**config.mk**
```make
export PLATFORM = sky130hd
export DESIGN_NAME = decimal_entry
export DESIGN_NICKNAME = d
export VERILOG_FILES = /design/src/rtl/decimal_entry_pkg.sv /design/src/rtl/decimal_entry_step.sv /design/src/rtl/decimal_entry.sv
export SDC_FILE = /design/constraint.sdc
export NUM_CORES = 1
export LEC_CHECK = 0
export ABC_CLOCK_PERIOD_IN_PS = 7450
export BUFFER_PORTS_ARGS = -buffer_cell sky130_fd_sc_hd__buf_2
export CORE_MARGIN = 5
export CORE_UTILIZATION = 60
export CTS_BUF_LIST = sky130_fd_sc_hd__clkbuf_16
export CTS_CLUSTER_SIZE = 16
export DETAILED_ROUTE_END_ITERATION = 8
export PLACE_DENSITY = 0.92
export REMOVE_ABC_BUFFERS = 1
export SLEW_MARGIN = 40
export SYNTH_ARGS = -nofsm -noshare
export SYNTH_HDL_FRONTEND = slang
export SYNTH_HIERARCHICAL = 1
export SYNTH_SLANG_ARGS = --single-unit
```
**constraint.sdc**
```tcl
create_clock -name clk -period 7.45 [get_ports clk]
set_input_delay 1.49 -clock clk [delete_from_list [all_inputs] [get_ports clk]]
set_output_delay 1.49 -clock clk [all_outputs]
set_load 0.005 [all_outputs]
```
**src/rtl/decimal_entry_pkg.sv**
```systemverilog
// Shared key codes and FSM state encoding for decimal_entry.
package decimal_entry_pkg;

  localparam logic [3:0] KEY_BACKSPACE = 4'd10;
  localparam logic [3:0] KEY_CLEAR     = 4'd11;
  localparam logic [3:0] KEY_ENTER     = 4'd12;

  typedef enum logic [1:0] {
    ST_IDLE    = 2'd0,
    ST_CONVERT = 2'd1,
    ST_DONE    = 2'd2
  } state_t;

endpackage

```
**src/rtl/decimal_entry_step.sv**
```systemverilog
// One decimal-to-binary step: acc*10 + digit, saturating to all ones once it exceeds the width.
// Purely combinational; no handshake.
module decimal_entry_step #(
  parameter int NUMBER_WIDTH = 16
) (
  input  logic [NUMBER_WIDTH-1:0] acc,
  input  logic [3:0]              digit,
  input  logic                    ovf_in,
  output logic [NUMBER_WIDTH-1:0] acc_next,
  output logic                    ovf_next
);

  // Four extra bits hold acc*10 + 9 for any acc without wrapping.
  logic [NUMBER_WIDTH+3:0] sum;

  assign sum = ({4'd0, acc} * (NUMBER_WIDTH + 4)'(10)) + {{NUMBER_WIDTH{1'b0}}, digit};

  always_comb begin
    ovf_next = ovf_in || (sum[NUMBER_WIDTH+3:NUMBER_WIDTH] != 4'd0);
    acc_next = ovf_next ? {NUMBER_WIDTH{1'b1}} : sum[NUMBER_WIDTH-1:0];
  end

endmodule

```
**src/rtl/decimal_entry.sv**
```systemverilog
// Keypad decimal entry: BCD buffer with backspace/clear; enter converts to saturating binary.
// Result pulses DIGITS_COUNT+1 cycles after enter; key_ready drops while converting.
module decimal_entry
  import decimal_entry_pkg::*;
#(
  parameter int NUMBER_WIDTH = 16,
  localparam int DIGITS_COUNT = $rtoi($ceil(NUMBER_WIDTH * $log10(2))),
  localparam int COUNT_WIDTH  = $clog2(DIGITS_COUNT + 1)
) (
  input  logic                      clk,
  input  logic                      rst,
  input  logic                      key_valid,
  input  logic [3:0]                key_code,
  output logic                      key_ready,
  output logic [4*DIGITS_COUNT-1:0] bcd,
  output logic [COUNT_WIDTH-1:0]    digit_count,
  output logic [NUMBER_WIDTH-1:0]   value,
  output logic                      value_valid,
  output logic                      overflow
);

  localparam int IDX_WIDTH = (DIGITS_COUNT > 1) ? $clog2(DIGITS_COUNT) : 1;
  localparam logic [COUNT_WIDTH-1:0] COUNT_FULL = COUNT_WIDTH'(DIGITS_COUNT);
  localparam logic [IDX_WIDTH-1:0]   IDX_LAST   = IDX_WIDTH'(DIGITS_COUNT - 1);

  state_t                         state_q, state_d;
  logic [DIGITS_COUNT-1:0][3:0]   buf_q;
  logic [COUNT_WIDTH-1:0]         count_q;
  logic [IDX_WIDTH-1:0]           idx_q;
  logic [NUMBER_WIDTH-1:0]        acc_q, acc_next;
  logic                           ovf_q, ovf_next;
  logic                           key_fire;

  assign key_fire    = key_valid && key_ready;
  assign bcd         = buf_q;
  assign digit_count = count_q;

  decimal_entry_step #(
    .NUMBER_WIDTH(NUMBER_WIDTH)
  ) u_step (
    .acc      (acc_q),
    .digit    (buf_q[idx_q]),
    .ovf_in   (ovf_q),
    .acc_next (acc_next),
    .ovf_next (ovf_next)
  );

  always_ff @(posedge clk or negedge rst) begin
    if (!rst) begin
      state_q <= ST_IDLE;
    end else begin
      state_q <= state_d;
    end
  end

  always_comb begin
    state_d   = state_q;
    key_ready = 1'b0;
    case (state_q)
      ST_IDLE: begin
        key_ready = 1'b1;
        if (key_valid && key_code == KEY_ENTER) begin
          state_d = ST_CONVERT;
        end
      end
      ST_CONVERT: begin
        if (idx_q == '0) begin
          state_d = ST_DONE;
        end
      end
      ST_DONE: begin
        state_d = ST_IDLE;
      end
      default: begin
        state_d = ST_IDLE;
      end
    endcase
  end

  always_ff @(posedge clk or negedge rst) begin
    if (!rst) begin
      buf_q       <= '0;
      count_q     <= '0;
      idx_q       <= '0;
      acc_q       <= '0;
      ovf_q       <= 1'b0;
      value       <= '0;
      overflow    <= 1'b0;
      value_valid <= 1'b0;
    end else begin
      value_valid <= 1'b0;
      case (state_q)
        ST_IDLE: begin
          if (key_fire) begin
            if (key_code <= 4'd9) begin
              // A full buffer swallows further digits silently.
              if (count_q != COUNT_FULL) begin
                buf_q   <= {buf_q[DIGITS_COUNT-2:0], key_code};
                count_q <= count_q + COUNT_WIDTH'(1);
              end
            end else if (key_code == KEY_BACKSPACE) begin
              if (count_q != '0) begin
                buf_q   <= {4'd0, buf_q[DIGITS_COUNT-1:1]};
                count_q <= count_q - COUNT_WIDTH'(1);
              end
            end else if (key_code == KEY_CLEAR) begin
              buf_q   <= '0;
              count_q <= '0;
            end else if (key_code == KEY_ENTER) begin
              idx_q <= IDX_LAST;
              acc_q <= '0;
              ovf_q <= 1'b0;
            end
          end
        end
        ST_CONVERT: begin
          acc_q <= acc_next;
          ovf_q <= ovf_next;
          idx_q <= idx_q - IDX_WIDTH'(1);
          // The last step still reads digit 0 this cycle, so clearing here is safe.
          if (idx_q == '0) begin
            buf_q   <= '0;
            count_q <= '0;
          end
        end
        ST_DONE: begin
          value       <= acc_q;
          overflow    <= ovf_q;
          value_valid <= 1'b1;
        end
        default: begin
        end
      endcase
    end
  end

endmodule

```
==> metrics.md <==
| Metric | Value |
|---|---|
| GR Overflow Total | `0` |
| RSZ-0062 raised after global routing | `no` |
| Leading area contributor after synthesis | `dfrtp_1` |
| Hold Vio Cnt, Final | `0` |
| Worst-Margin Slew | `0.745 ns` |
| Worst-skew pair later-pin latency | `0.33 ns` |
| Nets | `577` |
| Tmin final | `4.21 ns` |
| Reg2reg end | `acc_q[6]` |
| Synth-to-Final Area Change | `13.5%` |
| Mean area per synthesized cell | `9.23 um^2` |
| Startpoint Class | `flip-flop` |
| Die X-Extent | `96.6 um` |
| DR top layer | `met4` |
| Chip Height | `96.6 um` |
| Worst-path fanout max | `17` |
| M1 wire length | `4.81 mm` |
| Met3 WL | `577 um` |
| Min-delay src | `value[14]` |
| Postcts setup bufs | `0` |
| Post-synth top flop | `dfrtp_1` |
| Hold Crit Class | `flip-flop to flip-flop` |
| Ys async rst share | `100%` |
| Routed Wire Length | `11.0 mm` |
| Global placement routability congestion | `0.994` |
| Tcrit/Tclk final | `56.5%` |
| Final Skew | `0.00773 ns` |
| R2R depth | `14` |
| Final setup vio count | `0` |
| Worst slew slack as a fraction of its limit | `49.8%` |
| WL per Instance | `17.3 um` |
| Fmax | `237 MHz` |
| First-pass DRT Iterations | `5` |
| R2r startpoint | `acc_q[1]` |
| First-pass GRT wire length | `18.5 mm` |
| WS Path Type | `flip-flop to flip-flop` |
| CP Data Arrival Time | `4.42 ns` |
| Worst EP required | `7.66 ns` |
| Critical path cell sequence | `ha_1 > ha_1 > inv_1 > fa_1 > nand2b_1 > a21oi_1 > o21ai_0 > nand3_1 > nor4b_2 > nand4b_1 > a211oi_4 > o21ai_0 > nand2_1 > o21ai_0` |
| Worst reg-to-reg setup slack | `3.24 ns` |
| Core area | `7290 um^2` |
| Final Max Slew Viols | `0` |
| Synth top area share | `35.0%` |
| Num CTS Buffers | `9` |
| Clock slew at reported path FFs | `0.06 ns` |
| Hold endpoint | `value[14]` |
| Num ports | `49` |
| Hold path cells | `1` |
| Highest-count cells in the layout ignoring fill and taps | `76 x nand2_1, 63 x dfrtp_1, 48 x buf_2` |
| Vias/cell | `6.15` |
| Netlist cell types | `61` |
| Total track usage | `23.6%` |
| Detail Route Antenna Nets | `0` |
| Worst path most repeated cell | `o21ai_0` |
| CTS sink count | `63` |
| Vias in the first global route | `3949` |
| Post-cts hold buffer count | `0` |
| Largest net degree at the start of global routing | `64` |
| Port Buffers | `48` |
| Layout cells sized above 1 | `18.3%` |
| Setup Total Neg Slack | `0 ns` |
| Fillers | `615` |
| Synthesized area | `4500 um^2` |
| Initial Util | `61.8%` |
| Flop and latch count out of synthesis | `63` |
| TritonCTS clock tree | `built` |
| Status | `complete, no violations` |
| Cell Rows | `31` |
| Seq/Total Area, Yosys | `35.0%` |
| Drt drc | `0` |
| Most common cell after layout, fill and taps aside | `nand2_1` |
| Number of synthesized flops with an enable pin | `0` |
| Met2 wire len | `5.36 mm` |
| Max Buffers Root-to-Sink | `2` |
| N_diodes | `0` |
| Crit end category | `flip-flop` |
| DR iter-0 viols | `232` |
| Synth top area cells | `dfrtp_1 35%, ha_1 10%, nand2_1 6.4%, mux2i_1 4.9%, o21ai_0 4.7%` |
| Crit-path max cell delay | `0.69 ns` |
| Initial antenna violation count | `0` |
| Hpwl dp | `7.84 mm` |
| Die area | `9340 um^2` |
| Clock root buffer | `clkbuf_16` |
| YS warnings | `6` |
| Post-Synthesis Cells | `488` |
| Max-cap violations | `0` |
| Slowest-stage cell, CP | `a211oi_4` |
| H-tree depth | `3` |
| Cts repair resizes | `0` |
| DR vias | `3904` |
| Worst Setup SP | `acc_q[1]` |
[critical path: cells and delay by family, from the launching register on]
kind	cells	cell delay [ns]
flip-flops	1	0.43
AND/OR/NAND/NOR	5	1.17
AO/OA/AOI/OAI	5	1.63
buffers and inverters	1	0.08
adder cells (fa/ha/maj)	3	0.77
[metrics by stage]
stage               area, um^2  worst slack, ns  hold WS [ns]  cells  utilization, %
floorplan                 4410             3.92         0.495    469               -
global placement          4800             3.63         0.485    619            65.8
detailed placement        4800             3.37         0.490    619            65.8
CTS                       5100             3.32         0.502    635            70.0
global route              5110             2.96         0.515    635            70.1
finish                    5110             3.24         0.497    635            70.1
[Yosys cell counts (6+ instances only)]
| cell type | instances |
|---|---|
| nand2_1 | 77 |
| dfrtp_1 | 63 |
| o21ai_0 | 42 |
| ha_1 | 37 |
| mux2i_1 | 22 |
| nor2_1 | 21 |
| inv_1 | 20 |
| a21oi_1 | 19 |
| mux2_2 | 18 |
| clkbuf_1 | 11 |
| nor3_1 | 10 |
| nand2b_1 | 9 |
| nand3_1 | 9 |
| xnor2_1 | 9 |
| a21o_1 | 8 |
| xor2_1 | 8 |
| a211o_1 | 7 |
| o31ai_1 | 7 |
| a211oi_1 | 6 |
| and3_1 | 6 |
| buf_2 | 6 |
[registers in the layout, summed over array words and instances (netlist names)]
signal and flops:
bcd 20, acc_q 16, value 16, digit_count 3
idx_q 3, state_q 2, overflow 1, ovf_q 1
value_valid 1
[how the worst max path moves through the flow]
stage | endpoint | slack, ns | depth (start not counted)
2_1_floorplan | acc_q[12] | 3.92 | 14
3_3_place_gp | acc_q[12] | 3.63 | 15
3_5_place_dp | acc_q[6] | 3.37 | 14
4_1_cts | acc_q[6] | 3.32 | 14
5_1_grt | acc_q[12] | 2.96 | 14
6_report | acc_q[6] | 3.24 | 14
[per-layer routing]
metal  vias up  global-route usage [%]
met5         -                       0
met4         0                    10.2
met3        26                    3.17
met2       135                    39.6
met1      1895                    30.6
li1       1848                       -
[layout make-up]
type                       instances  area (um^2)  share of cell area (%)
timing repair buffer              51          267                    5.21
tap                               99          124                    2.42
inverter                          20         75.1                    1.47
multi-input combinational        386         2760                    54.1
clock inverter                     7         81.3                    1.59
clock buffer                       9          225                    4.41
sequential                        63         1580                    30.8
[cells by family after synthesis]
| family | count (synthesis) | share of synthesized area, % |
|---|---|---|
| buf+inv | 39 | 3.75 |
| fa+ha+maj | 39 | 11.2 |
| mux | 40 | 9.39 |
| simple gates | 162 | 18.0 |
| xor+xnor | 17 | 3.31 |
| flops | 63 | 35.0 |
| compound gates | 128 | 19.4 |
Power is left out: the tool's default activity adds up to more than one toggle a clock period on the data nets, which glitch-free logic cannot reach.
